===== src/rtl/exc_pkg.sv =====
// Shared exception-unit types: FSM state encoding, ExcCode values and the default handler vector.
package exc_pkg;

  typedef enum logic [2:0] {
    S_IDLE,
    S_FLUSH,
    S_VEC,
    S_HANDLER,
    S_RET
  } exc_state_e;

  // ExcCode space is 5 bits; further causes slot in beside these.
  localparam logic [4:0]  EXC_NONE        = 5'd0;
  localparam logic [4:0]  EXC_OV          = 5'd12;
  localparam logic [31:0] HANDLER_VEC_DEF = 32'h8000_0180;

endpackage


===== src/rtl/sat_counter.sv =====
// Saturating up-counter: sticks at all-ones instead of wrapping; synchronous clear.
module sat_counter #(
  parameter int CNT_W = 8
) (
  input  logic             clk_i,
  input  logic             clear_i,
  input  logic             inc_i,
  output logic [CNT_W-1:0] cnt_o
);

  logic [CNT_W-1:0] cnt_q, cnt_d;

  always_comb begin
    cnt_d = cnt_q;
    if (inc_i && (cnt_q != '1)) cnt_d = cnt_q + 1'b1;
  end

  always_ff @(posedge clk_i) begin
    if (clear_i) cnt_q <= '0;
    else         cnt_q <= cnt_d;
  end

  assign cnt_o = cnt_q;

endmodule


===== src/rtl/overflow_exception_unit.sv =====
// Precise trap on signed add/sub overflow: flush, capture EPC/Cause, vector to the handler,
// and return to EPC on ERET. All outputs come straight from registers.
module overflow_exception_unit
  import exc_pkg::*;
#(
  parameter int                ADDR_W      = 32,
  parameter logic [ADDR_W-1:0] HANDLER_VEC = ADDR_W'(HANDLER_VEC_DEF),
  parameter logic [4:0]        EXC_CODE_OV = EXC_OV,
  parameter int                CNT_W       = 8
) (
  input  logic              clk_i,
  input  logic              rst_n_i,
  input  logic              ex_valid_i,
  input  logic              trap_en_i,
  input  logic              ovf_i,
  input  logic [ADDR_W-1:0] ex_pc_i,
  input  logic              eret_i,
  input  logic              pc_ack_i,
  output logic              flush_o,
  output logic              redirect_o,
  output logic [ADDR_W-1:0] redirect_pc_o,
  output logic [ADDR_W-1:0] epc_o,
  output logic [4:0]        cause_o,
  output logic              exl_o,
  output logic [CNT_W-1:0]  missed_cnt_o
);

  exc_state_e        state_q;
  logic              flush_q, redir_q, exl_q;
  logic [ADDR_W-1:0] redir_pc_q, epc_q;
  logic [4:0]        cause_q;
  logic              trig, missed;

  assign trig   = ex_valid_i & trap_en_i & ovf_i;
  // Anything but IDLE means a handler is live or a redirect is in flight.
  assign missed = trig & (state_q != S_IDLE);

  always_ff @(posedge clk_i) begin
    if (!rst_n_i) begin
      state_q    <= S_IDLE;
      flush_q    <= 1'b0;
      redir_q    <= 1'b0;
      redir_pc_q <= '0;
      epc_q      <= '0;
      cause_q    <= EXC_NONE;
      exl_q      <= 1'b0;
    end else begin
      flush_q <= 1'b0;
      unique case (state_q)
        S_IDLE: if (trig) begin
          state_q <= S_FLUSH;
          flush_q <= 1'b1;
          epc_q   <= ex_pc_i;
          cause_q <= EXC_CODE_OV;
          exl_q   <= 1'b1;
        end
        S_FLUSH: begin
          state_q    <= S_VEC;
          redir_q    <= 1'b1;
          redir_pc_q <= HANDLER_VEC;
        end
        S_VEC: if (pc_ack_i) begin
          state_q    <= S_HANDLER;
          redir_q    <= 1'b0;
          redir_pc_q <= '0;
        end
        S_HANDLER: if (eret_i) begin
          state_q <= S_RET;
          flush_q <= 1'b1;
          exl_q   <= 1'b0;
        end
        S_RET: begin
          // First RET cycle is the flush cycle; the redirect to EPC follows it.
          if (!redir_q) begin
            redir_q    <= 1'b1;
            redir_pc_q <= epc_q;
          end else if (pc_ack_i) begin
            state_q    <= S_IDLE;
            redir_q    <= 1'b0;
            redir_pc_q <= '0;
          end
        end
        default: state_q <= S_IDLE;
      endcase
    end
  end

  sat_counter #(.CNT_W(CNT_W)) u_missed (
    .clk_i   (clk_i),
    .clear_i (!rst_n_i),
    .inc_i   (missed),
    .cnt_o   (missed_cnt_o)
  );

  assign flush_o       = flush_q;
  assign redirect_o    = redir_q;
  assign redirect_pc_o = redir_pc_q;
  assign epc_o         = epc_q;
  assign cause_o       = cause_q;
  assign exl_o         = exl_q;

endmodule


===== config.mk =====
export PLATFORM = sky130hd
export DESIGN_NAME = overflow_exception_unit
export DESIGN_NICKNAME = d
export VERILOG_FILES = /design/src/rtl/exc_pkg.sv /design/src/rtl/sat_counter.sv /design/src/rtl/overflow_exception_unit.sv
export SDC_FILE = /design/constraint.sdc
export NUM_CORES = 1
export LEC_CHECK = 0
export CAP_MARGIN = 20
export CORE_MARGIN = 2
export CORE_UTILIZATION = 28
export DETAILED_ROUTE_END_ITERATION = 16
export DONT_BUFFER_PORTS = 1
export HOLD_SLACK_MARGIN = 0.1
export RECOVER_POWER = 50
export SETUP_SLACK_MARGIN = 0.2
export SLEW_MARGIN = 5
export SYNTH_ARGS = -nofsm -noshare
export SYNTH_HDL_FRONTEND = slang
export SYNTH_SLANG_ARGS = --single-unit
export TNS_END_PERCENT = 30

===== constraint.sdc =====
create_clock -name clk_i -period 1.7 [get_ports clk_i]
set_input_delay 0.34 -clock clk_i [delete_from_list [all_inputs] [get_ports clk_i]]
set_output_delay 0.34 -clock clk_i [all_outputs]
set_load 0.02 [all_outputs]

* After elaboration in Yosys (flattened, before gate mapping)
Index checks and enable logic that the tools add are counted.
** Word-level totals
- Output and inout port bits :: 80
- Register bits :: 79
- Logic and storage cells :: 50
- Bits of input ports :: 39
** Cells by class
- Multiplexer cells :: 19
- Bitwise gates (word level) :: 3
- Add/subtract/negate cells :: 1
- Reductions and logical operators :: 9
- Eq/ne operators :: 10
** Operators by type and width (count)
- $pmux 32 s3 :: 1
- $mux 32 :: 2
- $mux 3 :: 5
- $pmux 3 s5 :: 1
- $ne 2x2->1 const B :: 5
- $add 8x1->8 const B :: 1
- $ne 8x8->1 const B :: 1
- $mux 1 :: 7
- $eq 3x2->1 const B :: 2
- $reduce_bool 3->1 :: 2
- $reduce_and 5->1 :: 1
- $pmux 1 s2 :: 2
- $reduce_and 2->1 :: 2
- $and 1x1->1 :: 3
- $eq 3x1->1 const B :: 1
- $eq 3x3->1 const B :: 1
- $logic_not 3->1 :: 1
- $pmux 1 s3 :: 1
- $reduce_and 3->1 :: 1
- $reduce_bool 2->1 :: 1
- $logic_and 1x1->1 :: 1

* Longest topological paths before layout
Gate-level depths: netlist of the first run.
- Depth after elaboration :: 4
- Mapped depth :: 7
- Gate-level depth less buffers :: 5

* Hierarchy
From an unflattened synthesis of the first run, not the netlist that was laid out.
** Second synthesis, totals
- Cells, all modules :: 313
- Area total of the unflattened synthesis :: 3031.7 um2
** By module, submodules not included
- overflow_exception_unit :: cells each 267, seq. area each 1421.4 um2, times used 1, area each 2601.2 um2
- sat_counter :: cells each 46, seq. area each 160.2 um2, times used 1, area each 430.4 um2

* Worst setup path after synthesis of the first run
OpenSTA, ideal clock, no wires.
- Path kind :: register to register
- Start point :: reg u_missed.cnt_q[0] (netlist: u_missed.cnt_o[0])
- End point :: reg u_missed.cnt_q[6] (netlist: u_missed.cnt_o[6])
- Setup slack :: 0.109 ns
- Stages on the path, launching flop included :: 6
- Arrival time :: 1.475 ns
- Path through :: dfxtp_1 ha_1 and3_1 nor3b_1 nand4_1 and3_1
** On the way
- Cells in the longest elaborated chain, start to end :: 2
- Elaborated cells between the ends (all ways) :: 3
- Classes of those cells :: add/sub: 1; eq/ne: 1; reduce/logical: 1
** Ends and longest elaborated chain
- from (decl) :: line sat_counter.sv:11 : logic [CNT_W-1:0] cnt_q, cnt_d;
- from (signal assigned) :: line sat_counter.sv:20 : else cnt_q <= cnt_d;
- branches (longest 2 deep; another with $add 8x1->8)
Several ways; the timed one is not identified.
A chain may end at the register's enable or synchronous reset.

* Worst setup path in the final report of the first run
- Start point :: reg u_missed.cnt_q[0] (netlist: u_missed.cnt_o[0])
- End point :: reg u_missed.cnt_q[5] (netlist: u_missed.cnt_o[5])
Same word-level chain as after synthesis.

==> impl_results.md, run 1 <==
* Placeable Area at 0.0107 mm^2
* Tot Pwr at 3940 uW
* First-pass GRT wire length at 12300 um
* Slew at the pin closest to its max-slew limit at 0.519 ns
* Die area at 0.0117 mm^2
* Hold crit path type: in -> reg
* Ys async rst share at 0%
* Top-area cell type share of the netlist area at 51.8%
* Pwr per Cell Area at 1030 mW/mm^2
* Worst EP arrival at 1.77 ns
* Area contributors post-synth: dfxtp_1 52%, nand2_1 9.0%, a22o_1 8.3%
* WHS Endpoint: epc_o[14]$_SDFFE_PN0P_
* Slowest stage delay, CP at 0.34 ns
* Crit path max fanout at 4
* Crit path required time at 1.95 ns
* Final nets at 389
* CTS tree: done
* Worst Hold Depth at 2
* Drc violations at 0
* Sink Count at 79
* PortBufs at 0
* DP HPWL at 5050 um
* Longest Clk Path Bufs at 2
* Synth Area in XOR/XNOR at 0.287%
* Post-synthesis sequential area ratio at 51.8%
* Worst Slack Setup Final at 0.181 ns
* Top post-synthesis cells by count: 79 x dfxtp_1, 73 x nand2_1, 30 x a21boi_1
* Initial antenna violation count at 0
* Main synth FF type: dfxtp_1
* Synth Area in Simple Gates at 18.0%
* CP Class: reg -> reg
* Gr usage total at 13.9%
* Launching point of the worst reg2reg path: u_missed.cnt_o[0]$_SDFFE_PN0P_
* CP cell instances: clkbuf_1 > nand3_1 > nor3_2 > o2111ai_1 > mux2i_1
* Finish-stage setup viols at 0
* H-tree lvl count at 3
* Clock Latency Late Sink at 0.36 ns
* IO Pins at 119
* Worst Setup Start Kind: flip-flop
* Post-synthesis mux area share at 0.656%
* Relative slew margins at 65.4%
* Vias at 2444
* Initial core utilization at 28.4%
* Setup TNS at 0 ns
* Final hold viol count at 0
* DR WL/cell at 17.1 um
* Post-route ant nets at 0
* Max cap viols at 0
* Cell accounting for the most synthesized area: dfxtp_1
* Fill count at 1126
* Area Overhead vs Synth at 25.8%
* Synthesized flop and latch total at 79
* Total gr overflow at 0
* WL final at 8450 um
* Number of diodes at 0
* DRT Pass-1 Iters at 4
* Reg2reg end: u_missed.cnt_o[5]$_SDFFE_PN0P_
* Cells after synthesis at 311
* Fmax at 658 MHz
* Pleak at 0.00142 uW
* DR vias/cell at 4.96
* Slew Limit Fails at 0
* Final worst-path cycle share at 89.4%
* Skew final at 0.00874 ns
* R2R depth at 5
* Die width at 108 um
* Setup WS pre-CTS at 0.110 ns
* RSZ-0062 raised after global routing: true
* Mean Syn Cell Area at 9.81 um^2
* CTS Buf Count at 9
* Gp weighted congestion at 0.777
* DRT iter0 DRCs at 174
* Root Driver: clkbuf_8
* Hold_ws at 0.122 ns
* Num rows at 38
* Synth Area in Compound Gates at 22.8%
* Largest net degree at the start of global routing at 46
* Tmin final at 1.52 ns
* Synth Area in Adders at 0.410%
* Number of warnings issued by yosys at 0
* FF-to-FF setup slack at 0.18 ns
* Hold wc startpoint: ex_pc_i[14]
* Die H at 108 um
* Number of flops mapped to enable cells by yosys at 0
* Synthesized area at 0.00305 mm^2
* CP bufs+invs at 1
* Outcome: completed
* Endpoint class of the critical path: flip-flop
* Layout cells sized above 1 at 11.6%
* Slowest cell on crit path: dfxtp_1
* Vias in the first global route at 2352
* Most common cell in the netlist: dfxtp_1
* Clock transition at path regs at 0.07 ns
* Delay-heaviest family, CP: simple AND/OR/NAND/NOR gates
* Max VDD drop at 0.000403 V
* Largest family of logic cells by synthesized area: compound AO/OA/AOI/OAI gates
* Unique masters post-synth at 42
routing by layer:
| metal | track usage, % | up-vias | wire length [um] |
|---|---|---|---|
| met5 | 0 | - | 0 |
| met4 | 7.33 | 0 | 215 |
| met3 | 6.15 | 16 | 765 |
| met2 | 22.3 | 96 | 3970 |
| met1 | 15.6 | 1174 | 3500 |
| li1 | - | 1158 | - |
layout make-up:
| class | count | area, um^2 | area share (%) |
|---|---|---|---|
| sequential | 79 | 1590 | 41.3 |
| multi-input combinational | 208 | 1320 | 34.4 |
| timing repair buffer | 51 | 513 | 13.4 |
| tap | 140 | 175 | 4.56 |
| clock buffer | 12 | 155 | 4.04 |
| clock inverter | 3 | 90.1 | 2.35 |
how the worst max path moves through the flow:
stage,cells past startpoint,start,endpoint
after floorplan,5,u_missed.cnt_o[0]$_SDFFE_PN0P_,u_missed.cnt_o[0]$_SDFFE_PN0P_
after global placement,5,state_q[0]$_SDFFE_PN0P_,redirect_pc_o[0]$_SDFFE_PN0P_
after detailed placement,5,state_q[0]$_SDFFE_PN0P_,redirect_pc_o[2]$_SDFFE_PN0P_
after CTS,5,u_missed.cnt_o[0]$_SDFFE_PN0P_,u_missed.cnt_o[0]$_SDFFE_PN0P_
after global routing,5,u_missed.cnt_o[0]$_SDFFE_PN0P_,u_missed.cnt_o[5]$_SDFFE_PN0P_
final,5,u_missed.cnt_o[0]$_SDFFE_PN0P_,u_missed.cnt_o[5]$_SDFFE_PN0P_
power breakdown:
part           internal [uW]  total, uW  switching, uW
combinational            133        252            118
clock                   1050       1730            677
sequential              1880       1960           80.1
through the flow:
stage	utilization, %	instance area (um^2)	std cells
floorplan	-	3060	313
global placement	29.9	3220	443
detailed placement	29.9	3220	443
CTS	35.0	3770	488
global route	35.7	3840	493
finish	35.7	3840	493
registers in the layout, summed over array words and instances, names as in the netlist:
name            count
cause_o             1
epc_o              32
exl_o               1
flush_o             1
redirect_o          1
redirect_pc_o      32
state_q             3
u_missed.cnt_o      8
cell families after synthesis:
group | count (synthesis)
compound gates | 88
fa+ha+maj | 1
simple gates | 113
mux | 2
flops | 79
other cells | 1
buf+inv | 26
xor+xnor | 1
what timing repair did:
action | CTS | global route
setup endpoints to repair | 37 | 70
hold endpoints to repair | 36 | 0
pin swaps | 0 | 3
gates resized for setup | 2 | 6
cloned | 0 | 2
hold buffers | 30 | 0
buffers inserted | 0 | 3
cells in the final DEF, fill, tap and decap left out, drive strengths merged, types with 2 or more instances in the layout:
master	synthesis	routed
mux2i	2	2
dlygate4sd3	0	30
a22o	29	29
and2	3	3
dfxtp	79	79
a21oi	5	5
nor2b	4	4
a21boi	33	33
buf	17	11
o211a	2	2
a31oi	2	2
and3	4	4
nor3b	5	5
conb	1	3
nand2	73	73
nand3	5	5
bufinv	0	3
nand4	2	2
o21ai	6	6
a211oi	2	2
o2bb2ai	3	3
and2b	2	2
nand2b	7	7
clkbuf	9	22
nor3	3	3
(Power assumes the default switching activity.)
==> inputs of run 2 (changes only) <==
--- a/config.mk
+++ b/config.mk
@@ -16,5 +16,6 @@
 export SLEW_MARGIN = 5
 export SYNTH_ARGS = -nofsm -noshare
 export SYNTH_HDL_FRONTEND = slang
+export SYNTH_HIERARCHICAL = 1
 export SYNTH_SLANG_ARGS = --single-unit
 export TNS_END_PERCENT = 30
==> constraint.sdc (replaced) <==
create_clock -name clk_i -period 1.2 [get_ports clk_i]
set_input_delay 0.24 -clock clk_i [delete_from_list [all_inputs] [get_ports clk_i]]
set_output_delay 0.24 -clock clk_i [all_outputs]
set_load 0.02 [all_outputs]
==> run 2 against run 1 <==
Against the previous run: the flow now finishes with violations (setup timing); critical path depth stayed put; worst setup slack worse by 0.36 ns; synthesized cell count is 0.64% higher; non-clock buffer count is 28 higher; count of clock-buffer cells in the layout is 1 lower; clock power is 44% higher; total power is 64% higher; sequential power is 50% higher; register-to-register slack worse by 0.36 ns; design area is 9.5% higher; wire length is 5.4% higher.
==> impl_results.md, run 2 <==
* Placeable Area at 0.0104 mm^2 (-3.1%)
* DR vias/cell at 4.92 (-0.76%)
* Most common cell in the netlist: dfxtp_1
* Cell accounting for the most synthesized area: dfxtp_1
* Drc violations at 0 (unchanged)
* RSZ-0062 raised after global routing: true
* Worst EP arrival at 1.69 ns (-0.08 ns)
* Cell internal pwr at 4740 uW (+55%)
* Endpoint class of the critical path: flip-flop
* Gp weighted congestion at 0.832 (+7.1%)
* Clk network pwr share at 38.6% (-5.2 points)
* Switch Pwr at 1710 uW (+95%)
* IO Pins at 119 (unchanged)
* Area contributors post-synth: dfxtp_1 52%, nand2_1 8.9%, a22o_1 8.1%
* Number of flops mapped to enable cells by yosys at 0 (unchanged)
* Crit path max fanout at 22 (+18)
* Slew Limit Fails at 0 (unchanged)
* Fill count at 1026 (-8.9%)
* Layout cells sized above 1 at 24.9% (+13 points)
* Initial antenna violation count at 0 (unchanged)
* Max cap viols at 0 (unchanged)
* Number of diodes at 0 (unchanged)
* Crit path required time at 1.51 ns (-0.44 ns)
* Cells after synthesis at 313 (+0.64%)
* WL met3 at 777 um (+1.6%)
* Vias at 2568 (+5.1%)
* Dpl cells at 464 (+4.7%)
* Post-Route M1 WL at 3790 um (+8.3%)
* CP Class: reg -> reg
* CP cell instances: nand2b_1 > o22ai_2 > a221oi_4 > buf_12 > a22o_1
* Skew final at 0.00858 ns (-0.000164 ns)
* Tot Pwr at 6440 uW (+64%)
* DP HPWL at 5520 um (+9.4%)
* Top post-synthesis cells by count: 79 x dfxtp_1, 72 x nand2_1, 43 x a21oi_1
* Largest net degree at the start of global routing at 34 (-26%)
* Root Driver: clkbuf_8
* Num rows at 37 (-2.6%)
* Slowest cell on crit path: dfxtp_4
* Gr usage total at 14.9% (+0.99 points)
* Hold crit path type: in -> reg
* Worst Slack Setup Final at -0.174 ns (-0.355 ns)
* Sw frac at 26.5% (+4.3 points)
* WL final at 8900 um (+5.4%)
* Failing checks: setup timing
* Clock transition at path regs at 0.07 ns (about the same)
* Outcome: complete, but fails checks
* Comb power frac at 15.8% (+9.4 points)
* PortBufs at 0 (unchanged)
* Post-route ant nets at 0 (unchanged)
* Slowest stage delay, CP at 0.38 ns (+0.04 ns)
* Most common cell after layout, fill and taps aside: nand2_1
* Finish-stage setup viols at 73 (+73)
* Setup TNS at -9.03 ns (-9.03 ns)
* Longest Clk Path Bufs at 2 (unchanged)
* Max VDD drop at 0.000685 V (+70%)
* DRT iter0 DRCs at 143 (-18%)
* Die H at 108 um (-0.30%)
* Final worst-path cycle share at 115% (+25 points)
* Pwr per Cell Area at 1530 mW/mm^2 (+49%)
* CP bufs+invs at 1 (unchanged)
* DR WL/cell at 17.1 um (-0.45%)
* Ys async rst share at 0% (unchanged)
* Clock Latency Late Sink at 0.37 ns (about the same)
* Util after Layout at 40.3% (+4.6 points)
* Worst Setup Start Kind: flip-flop
* Multi-input gate area at 0.00131 mm^2 (-0.95%)
* Die area at 0.0117 mm^2 (-0.59%)
* Unique masters post-synth at 49 (+17%)
* DRT Pass-1 Iters at 4 (unchanged)
* Vias in the first global route at 2580 (+9.7%)
* Main synth FF type: dfxtp_1
* Met2 wire len at 4160 um (+4.8%)
* Die width at 108 um (-0.30%)
* Initial core utilization at 29.1% (+0.72 points)
* Top-area cell type share of the netlist area at 52.2% (+0.32 points)
* Sink Count at 79 (unchanged)
* Synthesized flop and latch total at 79 (unchanged)
* Tmin final at 1.37 ns (-0.145 ns)
* Final hold viol count at 0 (unchanged)
* CTS tree: done
* Most frequent cells in the layout: 71 x nand2_1, 69 x dfxtp_1, 37 x a21oi_1
* Synthesized area at 0.00303 mm^2 (-0.62%)
* Total gr overflow at 0 (unchanged)
* Area Overhead vs Synth at 38.6%
* Fmax at 728 MHz (+11%)
* H-tree lvl count at 3 (unchanged)
* Hold_ws at 0.225 ns (+0.103 ns)
* Mean Syn Cell Area at 9.69 um^2 (-1.3%)
* Number of warnings issued by yosys at 6 (+6)
* Sequential power share at 45.6% (-4.2 points)
* Register area at 0.00160 mm^2 (+0.95%)
* Delay-heaviest family, CP: compound AO/OA/AOI/OAI gates
* Post-synthesis sequential area ratio at 52.2% (+0.32 points)
* Final nets at 421 (+8.2%)
* First-pass GRT wire length at 13200 um (+7.5%)
* Max layer used: met4
* Pleak at 0.00158 uW (+11%)
* Non-filler cells, final at 522 (+5.9%)
* CTS Buf Count at 9 (unchanged)
-- run 2: changes by cell type after synthesis, moves of 7 or more --
cell      before  now
a21oi_1        4   43
nor2_1         1    9
buf_4         11    4
a21boi_1      30    0
-- run 2: cells by family after synthesis --
logic type      synth area share [%]
compound gates                  22.3
fa+ha+maj                      0.413
mux                            0.825
other cells                    0.124
xor+xnor                       0.289
buf+inv                         7.22
simple gates                    16.6
flops                           52.2
-- run 2: cell type report --
class / count / share of cell area, %
flip-flops and latches: 79 / 38.1
clock buffers: 11 / 3.60
multi-input cells: 208 / 31.1
repair buffers: 79 / 20.3
well taps: 136 / 4.05
clock inverters: 5 / 2.47
inverters: 4 / 0.357
-- run 2: path summary, 6_finish.rpt --
kind                                              start                             end  slack, ns  cells after the start
worst min-delay path                           pc_ack_i         redirect_o$_SDFFE_PN0P_       0.22                      3
worst max-delay path            state_q[1]$_SDFFE_PN0P_  redirect_pc_o[18]$_SDFFE_PN0P_      -0.17                      5
worst min register to register       exl_o$_SDFFE_PN0P_              exl_o$_SDFFE_PN0P_       0.56                      2
worst max register to register  state_q[1]$_SDFFE_PN0P_  redirect_pc_o[18]$_SDFFE_PN0P_      -0.17                      5
-- run 2: worst reg2reg max path, delay by kind of cell (launching register included) --
| family | cells | cell delay, ns |
|---|---|---|
| DFF | 1 | 0.38 |
| AOI/OAI and AO/OA | 3 | 0.61 |
| and+or+nand+nor | 1 | 0.12 |
| buffers and inverters | 1 | 0.21 |
-- run 2: power groups by stage --
stage	Clock, uW	Combinational (uW)	Sequential, uW
global placement	0	748	2990
detailed placement	0	755	2990
floorplan	0	545	2970
finish	2490	1020	2940
global route	2650	1100	2950
CTS	2540	948	2930
-- run 2: through the flow --
| step | worst slack [ns] | cell area (um^2) |
|---|---|---|
| 2_1_floorplan | -0.142 | 3070 |
| 3_3_place_gp | -0.165 | 3350 |
| 3_5_place_dp | -0.202 | 3350 |
| 4_1_cts | -0.172 | 4120 |
| 5_1_grt | -0.252 | 4200 |
| 6_report | -0.174 | 4200 |
-- run 2: routing by layer --
metal / GRT usage [%] / vias to the layer above
met1: 16.5 / 1212
met3: 6.15 / 16
met4: 7.14 / 0
met5: 0 / -
li1: - / 1233
met2: 24.9 / 107
-- run 2: timing repair --
item	4_1_cts	5_1_grt
endpoints found under the hold margin	39	0
hold buffers	35	0
setup endpoints to repair	156	156
buffers inserted	2	1
cloned	2	2
gates resized for setup	38	11
pin swaps	7	2
